===== config.mk =====
export PLATFORM = sky130hd
export DESIGN_NAME = serial_subtractor
export DESIGN_NICKNAME = d
export VERILOG_FILES = /design/src/rtl/sub_pkg.sv /design/src/rtl/sub_nibble.sv /design/src/rtl/serial_subtractor.sv
export SDC_FILE = /design/constraint.sdc
export NUM_CORES = 1
export LEC_CHECK = 0
export CAP_MARGIN = 20
export CORE_MARGIN = 2
export CORE_UTILIZATION = 30
export DETAILED_ROUTE_END_ITERATION = 8
export GPL_ROUTABILITY_DRIVEN = 1
export SLEW_MARGIN = 20
export SYNTH_ARGS = -nofsm -noshare
export SYNTH_HDL_FRONTEND = slang
export SYNTH_SLANG_ARGS = --single-unit

===== constraint.sdc =====
create_clock -name clk_i -period 4.6 [get_ports clk_i]
set_clock_uncertainty 0.2 [all_clocks]
set_input_delay 0.92 -clock clk_i [delete_from_list [all_inputs] [get_ports clk_i]]
set_output_delay 0.92 -clock clk_i [all_outputs]
set_load 0.05 [all_outputs]

===== src/rtl/sub_pkg.sv =====
// Shared types and constants for the nibble-serial subtractor.
package sub_pkg;

  // Controller states: waiting for operands, stepping slices, holding result.
  typedef enum logic [1:0] {
    IDLE = 2'd0,
    RUN  = 2'd1,
    DONE = 2'd2
  } sub_state_t;

  // Width of one arithmetic slice.
  localparam int NIBBLE_W = 4;

  // Number of slices needed to cover an operand of the given width.
  function automatic int nibbles(input int width);
    return width / NIBBLE_W;
  endfunction

endpackage


===== src/rtl/sub_nibble.sv =====
// One 4-bit subtract slice: a + ~b + carry_i, built from four full-adder
// stages. carry_o = 1 means "no borrow" out of this slice.
module sub_nibble (
  input  logic [3:0] a,
  input  logic [3:0] b,
  input  logic       carry_i,
  output logic [3:0] diff,
  output logic       carry_o
);

  logic [4:0] carry;

  assign carry[0] = carry_i;

  for (genvar i = 0; i < 4; i++) begin : g_fa
    logic b_inv;
    assign b_inv      = ~b[i];
    assign diff[i]    = a[i] ^ b_inv ^ carry[i];
    assign carry[i+1] = (a[i] & b_inv) | (a[i] & carry[i]) | (b_inv & carry[i]);
  end

  assign carry_o = carry[4];

endmodule


===== src/rtl/serial_subtractor.sv =====
// Multi-cycle WIDTH-bit subtractor: a - b - borrow_i, one nibble per clock,
// least-significant nibble first, with valid/ready on both sides.
module serial_subtractor
  import sub_pkg::*;
#(
  parameter int WIDTH = 32
) (
  input  logic             clk_i,
  input  logic             rst_ni,
  input  logic             valid_i,
  output logic             ready_o,
  input  logic [WIDTH-1:0] a_i,
  input  logic [WIDTH-1:0] b_i,
  input  logic             borrow_i,
  output logic             valid_o,
  input  logic             ready_i,
  output logic [WIDTH-1:0] diff_o,
  output logic             borrow_o,
  output logic             ovf_o
);

  localparam int NIBBLES = nibbles(WIDTH);
  localparam int IDX_W   = (NIBBLES > 1) ? $clog2(NIBBLES) : 1;
  localparam logic [IDX_W-1:0] LAST_IDX = IDX_W'(NIBBLES - 1);

  // A partial top slice would silently drop bits, so refuse to elaborate.
  if ((WIDTH % NIBBLE_W) != 0) begin : g_bad_width
    $error("serial_subtractor: WIDTH must be a multiple of 4");
  end

  sub_state_t       state;
  logic [WIDTH-1:0] a_q;
  logic [WIDTH-1:0] b_q;
  logic [WIDTH-1:0] result;
  logic [IDX_W-1:0] idx;
  logic             carry;
  logic             ready_q;
  logic             valid_q;
  logic             borrow_q;
  logic             ovf_q;

  logic [3:0]       a_nib;
  logic [3:0]       b_nib;
  logic [3:0]       nib_diff;
  logic             nib_carry;
  int unsigned      base;

  // Select the operand nibbles addressed by the current slice index.
  always_comb begin
    base  = 32'(idx) * 32'(NIBBLE_W);
    a_nib = a_q[base +: NIBBLE_W];
    b_nib = b_q[base +: NIBBLE_W];
  end

  sub_nibble u_slice (
    .a       (a_nib),
    .b       (b_nib),
    .carry_i (carry),
    .diff    (nib_diff),
    .carry_o (nib_carry)
  );

  // Controller, operand capture, result accumulation and registered outputs.
  always_ff @(posedge clk_i or negedge rst_ni) begin
    if (!rst_ni) begin
      state    <= IDLE;
      a_q      <= '0;
      b_q      <= '0;
      result   <= '0;
      idx      <= '0;
      carry    <= 1'b0;
      ready_q  <= 1'b1;
      valid_q  <= 1'b0;
      borrow_q <= 1'b0;
      ovf_q    <= 1'b0;
    end else begin
      case (state)
        IDLE: begin
          if (valid_i) begin
            a_q      <= a_i;
            b_q      <= b_i;
            // A borrow-in is a missing carry-in in the a + ~b + c form.
            carry    <= ~borrow_i;
            result   <= '0;
            idx      <= '0;
            borrow_q <= 1'b0;
            ovf_q    <= 1'b0;
            ready_q  <= 1'b0;
            state    <= RUN;
          end else begin
            ready_q <= 1'b1;
          end
        end
        RUN: begin
          result[base +: NIBBLE_W] <= nib_diff;
          carry <= nib_carry;
          if (idx == LAST_IDX) begin
            idx      <= '0;
            // The top slice's sum bit 3 is the result sign bit.
            borrow_q <= ~nib_carry;
            ovf_q    <= (a_q[WIDTH-1] != b_q[WIDTH-1]) && (nib_diff[3] != a_q[WIDTH-1]);
            valid_q  <= 1'b1;
            state    <= DONE;
          end else begin
            idx <= idx + IDX_W'(1);
          end
        end
        DONE: begin
          if (ready_i) begin
            valid_q <= 1'b0;
            ready_q <= 1'b1;
            state   <= IDLE;
          end else begin
            valid_q <= 1'b1;
          end
        end
        default: begin
          state   <= IDLE;
          idx     <= '0;
          carry   <= 1'b0;
          ready_q <= 1'b1;
          valid_q <= 1'b0;
        end
      endcase
    end
  end

  assign ready_o  = ready_q;
  assign valid_o  = valid_q;
  assign diff_o   = result;
  assign borrow_o = borrow_q;
  assign ovf_o    = ovf_q;

endmodule


==> results of run 1 <==
==> layer usage <==
layer,vias up,GRT usage
li1,1647,-
met4,4,0.0353
met1,1763,0.193
met3,10,0.0444
met5,-,0
met2,95,0.226
==> worst min-delay path by stage <==
| stage | from | endpoint | slack [ps] | cells after the start |
|---|---|---|---|---|
| floorplan | a_q[10]$_DFFE_PN0P_ | a_q[10]$_DFFE_PN0P_ | 270 | 1 |
| CTS | diff_o[4]$_DFFE_PN0P_ | diff_o[4]$_DFFE_PN0P_ | 300 | 1 |
| global placement | b_q[23]$_DFFE_PN0P_ | b_q[23]$_DFFE_PN0P_ | 280 | 1 |
| global route | a_q[18]$_DFFE_PN0P_ | a_q[18]$_DFFE_PN0P_ | 320 | 1 |
| finish | diff_o[4]$_DFFE_PN0P_ | diff_o[4]$_DFFE_PN0P_ | 300 | 1 |
| detailed placement | diff_o[4]$_DFFE_PN0P_ | diff_o[4]$_DFFE_PN0P_ | 290 | 1 |
==> registers in the layout, summed over array words and instances (netlist names) <==
name	count
a_q	32
b_q	32
borrow_o	1
carry	1
diff_o	32
idx	3
ovf_o	1
ready_o	1
state	2
valid_o	1
==> power by group <==
group / switching (mW) / leakage (nW) / internal (mW)
Combinational: 1.34 / 1.34 / 1.13
Clock: 0.335 / 0.139 / 0.418
Sequential: 0.211 / 1.32 / 1.28
==> through the flow <==
step / power [mW] / instance area, sq um / cells / util
finish: 4.71 / 6820 / 721 / 0.396
global route: 5.05 / 6820 / 721 / 0.396
CTS: 4.79 / 6820 / 721 / 0.395
detailed placement: 4.02 / 6530 / 707 / 0.379
global placement: 3.95 / 6530 / 707 / 0.379
floorplan: 3.24 / 5260 / 391 / -
==> critical path: cells and delay by family (launching register included) <==
family / cells / cell delay, ps
buf+inv: 2 / 490
mux: 1 / 570
flops: 1 / 450
simple gates: 3 / 390
fa+ha+maj: 3 / 1370
compound gates: 1 / 290
==> cells in the final DEF (no fill, tap or decap), types with 2 or more instances in the layout <==
cell,synthesis,routed
clkbuf_16,0,9
nor4b_1,4,4
nand2b_1,7,7
nand3_1,3,3
nand4_1,5,5
nor2b_1,8,8
o311ai_0,6,6
clkdlybuf4s50_1,0,103
o21ai_0,4,4
nand2_1,29,28
mux4_2,16,16
nor3b_1,5,5
a211oi_2,3,3
or4b_4,2,2
ha_1,10,10
inv_1,17,17
mux2i_1,17,17
nand3b_1,4,4
buf_4,2,9
mux2_2,79,79
fa_1,4,4
nor4_1,2,2
o211ai_1,8,8
and3_1,4,4
o311ai_1,2,2
a211oi_1,2,2
nor2_1,3,3
o2bb2ai_1,2,2
dfrtp_1,105,105
a22o_1,2,2
==> cells by family after synthesis <==
| kind of cell | Yosys count | share of synthesized area |
|---|---|---|
| AOI/OAI and AO/OA | 35 | 0.0538 |
| buffers and inverters | 39 | 0.0328 |
| adders and majority gates | 14 | 0.0390 |
| DFF | 106 | 0.505 |
| and+or+nand+nor | 85 | 0.0993 |
| muxes | 112 | 0.270 |
==> area by class of cell <==
| class | count | area (sq um) |
|---|---|---|
| repair buffers | 112 | 1100 |
| well taps | 225 | 282 |
| clock inverters | 4 | 52.6 |
| inverters | 18 | 67.6 |
| fillers | 1616 | 10400 |
| multi-input cells | 246 | 2440 |
| clock buffers | 10 | 229 |
| flip-flops and latches | 106 | 2650 |
==> summary.txt, run 1 <==
Placed design
  – Final GP Congestion: 0.775
  – HPWL Detailed: 9200 um
  – Setup slack at placement: 623 ps
  – Port-buffer cells: 104

Die
  – Core area: 17,200 sq um
  – Width of the die: 136 um
  – # IOs: 105
  – Row count: 48
  – Die height: 136 um
  – Initial Util: 0.305
  – Die footprint: 18,600 sq um

Timing
  – Hold WS: 303 ps
  – Ratio of final minimum period to clock period: 0.846
  – Slew Limit Fails: 0
  – Fmax: 257 MHz
  – Setup TNS: 0 ps
  – Fin. Hold Viols: 0
  – Setup violators final: 0
  – Measured slew at the worst slew-check pin: 913 ps
  – RSZ-0062 raised after global routing: no
  – Period minus WS final: 3890 ps
  – Worst setup margin: 708 ps
  – Slew headroom: 0.391

Drt
  – Number of vias per cell: 4.88
  – Via count: 3,519
  – Post-DRT Antenna Nets: 0
  – Uppermost layer routed: met5
  – M1 wire length: 5540 um
  – First drt pass iteration count: 4
  – Met2 WL post-DR: 6020 um
  – Total Routed Length: 12,300 um
  – WL/cell: 17.1 um
  – Starting DRT DRC Count: 216
  – Met3 Wirelength: 657 um
  – Drt drc: 0

Logic synthesis
  – Count of cell types in the netlist: 48
  – Yosys warnings: 0
  – Syn_area_per_cell: 13.4 sq um
  – Main area contributors after synthesis: dfrtp_1 (50%), mux2_2 (17%), mux4_2 (6.9%)
  – Async S/R FF share, synth: 1.00
  – Flop and latch count out of synthesis: 106
  – EDFF count, synth: 0
  – Seq/Total Area, Yosys: 0.505
  – Post-synth design cell area: 5260 sq um
  – Syn_nets: 474
  – Gate Count Post-Synth: 391
  – Synth area leader: dfrtp_1
  – Post-synth top cells: dfrtp_1 (105), mux2_2 (79), nand2_1 (29)
  – Count leader, synth: dfrtp_1
  – Synth Flop Type: dfrtp_1
  – Top-area cell type share of the netlist area: 0.500

Cells and area
  – Final nets: 576
  – Area growth from synthesis to layout: 29.8%
  – ANT cells: 0
  – Share of layout cells above drive strength 1: 0.262

Status
  – Status: finished clean

Clock tree
  – CTS H-Tree Depth: 3
  – CTS max path bufs: 2
  – Root buf cell: clkbuf_16
  – CTS tree: done
  – CTS Hold Bufs: 0
  – CTS Buf Count: 9
  – CTS resizes: 0
  – Post-CTS setup buffer count: 0
  – CTS clk-pin slew, worst paths: 70 ps
  – CTS Sinks: 106
  – Worst-Skew Late Latency: 350 ps

Worst setup path
  – Crit-path max FO: 28
  – Worst R2R Path Depth: 10
  – Critical-path cell list: buf_4 -> mux4_2 -> nand2_1 -> nand2_1 -> fa_1 -> fa_1 -> inv_1 -> fa_1 -> nand2b_1 -> o311ai_0
  – R2R Path Start: idx[0]$_DFFE_PN0P_
  – Reg2reg end: diff_o[19]$_DFFE_PN0P_
  – Critical setup path kind: flop to flop
  – Worst Setup SP: idx[0]$_DFFE_PN0P_
  – Nature of the critical path endpoint: flop
  – CP Capture Point: diff_o[19]$_DFFE_PN0P_
  – Slowest-stage cell, CP: mux4_2
  – CP arrival: 3920 ps
  – Crit path launch type: flop
  – CP peak stage delay: 570 ps
  – CP dominant cell by count: fa_1
  – Worst reg2reg setup slack: 710 ps
  – Required @ worst endpoint: 4630 ps

Global route
  – Pin count of the biggest net entering global routing: 74
  – GRT Total Usage: 0.144
  – Vias in the first global route: 3,702
  – Overflow after GRT: 0
  – First-pass GRT wire length: 20,300 um
  – Initial antenna violation count: 2

Power
  – LEAKAGE: 2.80 nW
  – Peak VDD IR: 0.294 mV
  – Pwr dens: 691 nW/um^2

Job
  – Max_cap viols: 0

Worst hold path
  – Worst Hold Class: flop to flop
Note: power is estimated with default switching activity, not from simulation.
==> run 2: changes to the inputs <==
Clock period 4.6 ns to 3.9 ns, I/O delays scaled along.
==> run 2 against run 1 <==
Via count grew 1.2%. Worst setup slack worse by 430 ps. Critical path depth unchanged. First-iteration DRC count shrank 27%. Hold slack improved by 3.2 ps. Non-clock buffer count grew 6. Critical path type unchanged. Critical endpoint is now diff_o[11]$_DFFE_PN0P_. Highest routed layer is now met4.
==> summary.txt, run 2 (synthesis gave the netlist of run 1 again) <==
Die
  – Initial Util: 0.305 (unchanged)
  – Die footprint: 18,600 sq um (unchanged)
  – Die height: 136 um (unchanged)
  – Row count: 48 (unchanged)
  – # IOs: 105 (unchanged)
  – Width of the die: 136 um (unchanged)
  – Core area: 17,200 sq um (unchanged)

Timing
  – Ratio of final minimum period to clock period: 0.929 (+0.0827)
  – Fin. Hold Viols: 0 (unchanged)
  – Worst setup margin: 278 ps (-430 ps)
  – Slew Limit Fails: 0 (unchanged)
  – Setup TNS: 0 ps (unchanged)
  – Measured slew at the worst slew-check pin: 867 ps (-45.5 ps)
  – Hold WS: 306 ps (+3.16 ps)
  – RSZ-0062 raised after global routing: no
  – Fmax: 276 MHz (+7.5%)
  – Setup violators final: 0 (unchanged)
  – Slew headroom: 0.422 (+0.0303)
  – Period minus WS final: 3620 ps (-270 ps)

Worst setup path
  – Crit-path max FO: 9 (-68%)
  – CP arrival: 3710 ps (-210 ps)
  – Critical setup path kind: flop to flop
  – CP peak stage delay: 530 ps (-40 ps)
  – Critical-path cell list: mux4_2 -> mux2i_1 -> fa_1 -> inv_1 -> fa_1 -> fa_1 -> inv_1 -> fa_2 -> nor4_1 -> mux2_2
  – CP dominant cell by count: fa_1
  – Slowest-stage cell, CP: fa_2
  – Required @ worst endpoint: 3990 ps (-640 ps)
  – Crit path launch type: flop
  – Nature of the critical path endpoint: flop

Cells and area
  – ANT cells: 0 (unchanged)
  – Share of layout cells above drive strength 1: 0.275 (+0.0128)
  – Most common cell after layout, fill and taps aside: dfrtp_1
  – Area growth from synthesis to layout: 30.6%
  – Final nets: 582 (+1.0%)
  – Most frequent cells in the layout: dfrtp_1 (104), clkdlybuf4s50_1 (103), mux2_2 (79), nand2_1 (28)
  – Post-layout util: 0.398 (+0.00247)

Global route
  – Grt met3 use: 0.0332 (-0.0112)
  – GRT met2 Usage: 0.223 (-0.00363)
  – Vias in the first global route: 3,753 (+1.4%)
  – Pin count of the biggest net entering global routing: 68 (-8.1%)
  – Overflow after GRT: 0 (unchanged)
  – GRT Total Usage: 0.142 (-0.00135)
  – Most Used Layer, Global Route: met2
  – Met1 Use GR: 0.192 (-0.000951)
  – First-pass GRT wire length: 20,100 um (-0.78%)
  – Initial antenna violation count: 0 (-2)

Placed design
  – Setup slack at placement: 187 ps (-436 ps)
  – HPWL Detailed: 9330 um (+1.4%)
  – Port-buffer cells: 104 (unchanged)
  – Final GP Congestion: 0.801 (+3.3%)

Clock tree
  – CTS max path bufs: 2 (unchanged)
  – CTS tree: done
  – CTS resizes: 0 (unchanged)
  – Root buf cell: clkbuf_16
  – CTS clk-pin slew, worst paths: 70 ps (about the same)
  – CTS Buf Count: 9 (unchanged)
  – CTS Hold Bufs: 0 (unchanged)
  – CTS H-Tree Depth: 3 (unchanged)
  – Worst-Skew Late Latency: 350 ps (about the same)
  – Post-CTS setup buffer count: 0 (unchanged)
  – CTS Sinks: 106 (unchanged)

Power
  – LEAKAGE: 2.82 nW (+0.91%)
  – Peak VDD IR: 0.528 mV (+79%)
  – Pwr dens: 815 nW/um^2 (+18%)
  – Total chip power: 5.59 mW (+19%)

Drt
  – First drt pass iteration count: 4 (unchanged)
  – Post-DRT Antenna Nets: 0 (unchanged)
  – WL/cell: 17.3 um (+1.0%)
  – Total Routed Length: 12,600 um (+1.8%)
  – Number of vias per cell: 4.90 (+0.39%)
  – Starting DRT DRC Count: 158 (-27%)
  – Via count: 3,562 (+1.2%)
  – Drt drc: 0 (unchanged)

Status
  – Status: finished clean

Worst hold path
  – Worst Hold Class: flop to flop

Job
  – Max_cap viols: 0 (unchanged)
[run 2: critical path: cells and delay by family, from the launching register on]
family / cells / cell delay, ps
adders and majority gates: 4 / 1490
muxes: 3 / 950
DFF: 1 / 470
and+or+nand+nor: 1 / 320
buffers and inverters: 2 / 130
[run 2: worst paths after layout]
| kind | to | startpoint | slack, ps | cells past startpoint |
|---|---|---|---|---|
| setup / recovery | diff_o[11]$_DFFE_PN0P_ | idx[0]$_DFFE_PN0P_ | 280 | 10 |
| hold / removal | b_q[27]$_DFFE_PN0P_ | b_q[27]$_DFFE_PN0P_ | 310 | 1 |
| setup reg to reg | diff_o[11]$_DFFE_PN0P_ | idx[0]$_DFFE_PN0P_ | 280 | 10 |
| hold reg to reg | b_q[27]$_DFFE_PN0P_ | b_q[27]$_DFFE_PN0P_ | 310 | 1 |
| max in group asynchronous | diff_o[30]$_DFFE_PN0P_ | rst_ni | 2330 | 2 |
| min in group asynchronous | b_q[14]$_DFFE_PN0P_ | rst_ni | 330 | 1 |
[run 2: cell type report]
type / instances / area, sq um
Clock buffer: 10 / 239
Clock inverter: 4 / 30.0
Fill cell: 1621 / 10400
Inverter: 18 / 67.6
Multi-Input combinational cell: 246 / 2430
Sequential cell: 106 / 2660
Tap cell: 225 / 282
Timing Repair Buffer: 118 / 1160
[run 2: stage by stage]
step	instances	instance area [sq um]
6_report	727	6860
5_1_grt	727	6860
4_1_cts	727	6860
3_5_place_dp	713	6590
3_3_place_gp	713	6590
2_1_floorplan	391	5260
[run 2: power breakdown]
group | switching (mW) | leakage (nW) | total [mW] | internal (mW)
combinational | 1.59 | 1.37 | 2.99 | 1.39
sequential | 0.247 | 1.32 | 1.76 | 1.51
clock | 0.401 | 0.130 | 0.846 | 0.445
total | 2.24 | 2.82 | 5.59 | 3.35
[run 2: metal layers]
| metal | share of wire | vias up |
|---|---|---|
| met5 | 0 | - |
| met4 | 0.020 | 0 |
| met3 | 0.063 | 16 |
| met2 | 0.46 | 127 |
| met1 | 0.45 | 1769 |
| li1 | - | 1650 |
==> run 3: changes to the inputs <==
Settings changed: SYNTH_HIERARCHICAL set to 1.
==> run 3 against run 2 <==
Flip-flop and latch count unchanged. Design area shrank 0.97%. Synthesized area is 1.4% lower. Critical path depth is 3 higher. Core utilization down 0.11 points. Wire length shrank 2.1%. Combinational power shrank 3%. Fmax increased by 5.9%.
==> summary.txt, run 3 <==
Logic synthesis
  – Syn_area_per_cell: 13.0 sq um (-3.3%)
  – Post-synth design cell area: 5180 sq um (-1.4%)
  – Top-area cell type share of the netlist area: 0.507 (+0.00688)
  – Count of cell types in the netlist: 50 (+4.2%)
  – Count leader, synth: dfrtp_1
  – EDFF count, synth: 0 (unchanged)
  – Post-synth top cells: dfrtp_1 (105), mux2_2 (71), nand2_1 (47)
  – Async S/R FF share, synth: 1.00 (unchanged)
  – Flop and latch count out of synthesis: 106 (unchanged)
  – Yosys warnings: 6 (+6)
  – Main area contributors after synthesis: dfrtp_1 (51%), mux2_2 (15%), mux4_2 (6.9%)
  – Synth area leader: dfrtp_1
  – Syn_nets: 482 (+1.7%)
  – Synth Flop Type: dfrtp_1
  – Gate Count Post-Synth: 399 (+2.0%)
  – Seq/Total Area, Yosys: 0.512 (+0.00694)

Die
  – Core area: 17,100 sq um (-0.70%)
  – Die height: 135 um (-0.66%)
  – Row count: 48 (unchanged)
  – Initial Util: 0.303 (-0.00203)
  – # IOs: 105 (unchanged)
  – Die footprint: 18,400 sq um (-1.3%)
  – Width of the die: 135 um (-0.66%)

Timing
  – Fmax: 292 MHz (+5.9%)
  – Setup TNS: 0 ps (unchanged)
  – Setup violators final: 0 (unchanged)
  – Slew Limit Fails: 0 (unchanged)
  – Slew headroom: 0.404 (-0.0182)
  – Worst setup margin: 480 ps (+203 ps)
  – Fin. Hold Viols: 0 (unchanged)
  – Measured slew at the worst slew-check pin: 895 ps (+27.3 ps)
  – Ratio of final minimum period to clock period: 0.877 (-0.0519)
  – RSZ-0062 raised after global routing: no
  – Period minus WS final: 3420 ps (-203 ps)

Cells and area
  – Most frequent cells in the layout: dfrtp_1 (105), clkdlybuf4s50_1 (103), mux2_2 (71), nand2_1 (46)
  – Design Area, Final: 6800 sq um (-0.97%)
  – Share of layout cells above drive strength 1: 0.246 (-0.0289)
  – Seq. cell area: 2650 sq um (about the same)
  – Area of the multi-input gates: 2350 sq um (-3.4%)
  – FILL cells: 1,624 (+0.19%)
  – Final nets: 582 (unchanged)
  – Post-layout util: 0.397 (-0.00108)
  – Area growth from synthesis to layout: 31.1%
  – ANT cells: 0 (unchanged)
  – Most common cell after layout, fill and taps aside: dfrtp_1

Global route
  – Vias in the first global route: 3,815 (+1.7%)
  – Pin count of the biggest net entering global routing: 70 (+2.9%)
  – Initial antenna violation count: 1 (+1)
  – GRT Total Usage: 0.144 (+0.00162)
  – Overflow after GRT: 0 (unchanged)
  – First-pass GRT wire length: 20,100 um (unchanged)

Worst hold path
  – Worst Hold Class: flop to flop

Worst setup path
  – Critical path buffer and inverter count: 4 (+2)
  – CP dominant cell by count: fa_1
  – CP peak stage delay: 540 ps (about the same)
  – Required @ worst endpoint: 3970 ps (-20 ps)
  – Crit-path max FO: 7 (-2)
  – Critical-path cell list: buf_4 -> mux4_2 -> nand2_1 -> nand2_1 -> fa_1 -> inv_1 -> fa_1 -> fa_1 -> inv_1 -> fa_1 -> buf_4 -> nand3_1 -> mux2i_1
  – CP arrival: 3490 ps (-220 ps)
  – CP delay by family, top: adder cells
  – Slowest-stage cell, CP: fa_1
  – Crit path launch type: flop
  – Critical setup path kind: flop to flop
  – Nature of the critical path endpoint: flop

Drt
  – WL/cell: 16.9 um (-2.4%)
  – Number of vias per cell: 4.78 (-2.4%)
  – Drt drc: 0 (unchanged)
  – Starting DRT DRC Count: 224 (+42%)
  – Total Routed Length: 12,300 um (-2.1%)
  – Post-DRT Antenna Nets: 0 (unchanged)
  – First drt pass iteration count: 4 (unchanged)
  – Via count: 3,487 (-2.1%)

Clock tree
  – CTS max path bufs: 2 (unchanged)
  – CTS Buf Count: 9 (unchanged)
  – CTS resizes: 0 (unchanged)
  – Post-CTS setup buffer count: 0 (unchanged)
  – CTS H-Tree Depth: 3 (unchanged)
  – CTS clk-pin slew, worst paths: 70 ps (about the same)
  – Worst-Skew Late Latency: 350 ps (about the same)
  – Root buf cell: clkbuf_16
  – CTS Sinks: 106 (unchanged)
  – CTS Hold Bufs: 0 (unchanged)
  – CTS tree: done

Power
  – Pwr dens: 821 nW/um^2 (+0.80%)
  – Total chip power: 5.58 mW (-0.18%)
  – Peak VDD IR: 0.515 mV (-2.4%)
  – LEAKAGE: 2.85 nW (+1.1%)

Placed design
  – Setup slack at placement: 456 ps (+269 ps)
  – Final GP Congestion: 0.779 (-2.8%)
  – Port-buffer cells: 104 (unchanged)
  – Post-DP Area: 6490 sq um (-1.6%)
  – HPWL Detailed: 9210 um (-1.2%)

Job
  – Max_cap viols: 0 (unchanged)

Status
  – Status: finished clean
run 3: final timing paths:
| kind | start | to | slack [ps] | cells after the start |
|---|---|---|---|---|
| worst max-delay path | idx[0]$_DFFE_PN0P_ | diff_o[15]$_DFFE_PN0P_ | 480 | 13 |
| max in group asynchronous | rst_ni | b_q[13]$_DFFE_PN0P_ | 2420 | 2 |
| worst min-delay path | b_q[14]$_DFFE_PN0P_ | b_q[14]$_DFFE_PN0P_ | 300 | 1 |
| worst min register to register | b_q[14]$_DFFE_PN0P_ | b_q[14]$_DFFE_PN0P_ | 300 | 1 |
| min in group asynchronous | rst_ni | b_q[11]$_DFFE_PN0P_ | 350 | 1 |
| worst max register to register | idx[0]$_DFFE_PN0P_ | diff_o[15]$_DFFE_PN0P_ | 480 | 13 |
run 3: per-layer routing:
metal  vias to the layer above  track usage  routed length (um)
li1                       1626            -                   -
met1                      1750        0.184                5360
met2                       100        0.239                6080
met3                        11       0.0408                 693
met4                         0       0.0399                 164
met5                         -            0                   0
run 3: power breakdown:
part           total [mW]  internal (mW)  switching [mW]
Sequential           1.76           1.52           0.234
Combinational        2.89           1.24            1.65
Clock               0.937          0.522           0.415
Total                5.58           3.28            2.30
run 3: cell type report:
cell class,instances,area share
clock inverters,6,0.0101
well taps,225,0.0414
inverters,17,0.00939
clock buffers,10,0.0352
repair buffers,114,0.167
flip-flops and latches,106,0.390
multi-input cells,251,0.346
run 3: worst reg2reg max path, stage by stage (launching register included):
cell     delay (ps)
dfrtp_1         430
buf_4           210
mux4_2          500
nand2_1          90
nand2_1          90
fa_1            410
inv_1            80
fa_1            170
fa_1            160
inv_1            50
fa_1            540
buf_4           180
nand3_1          70
mux2i_1         150
run 3: cells by family (layout without fill, tap and decap cells):
logic type	Yosys count	in the layout	share of synthesized area
DFF	106	106	0.512
muxes	100	100	0.250
and+or+nand+nor	98	98	0.106
buffers and inverters	42	147	0.0350
AOI/OAI and AO/OA	39	39	0.0584
adders and majority gates	14	14	0.0396
run 3: metrics by stage:
step                hold slack [ps]  instances
finish                          304        729
global route                    321        729
CTS                             306        729
detailed placement              288        713
global placement                282        713
floorplan                       274        399
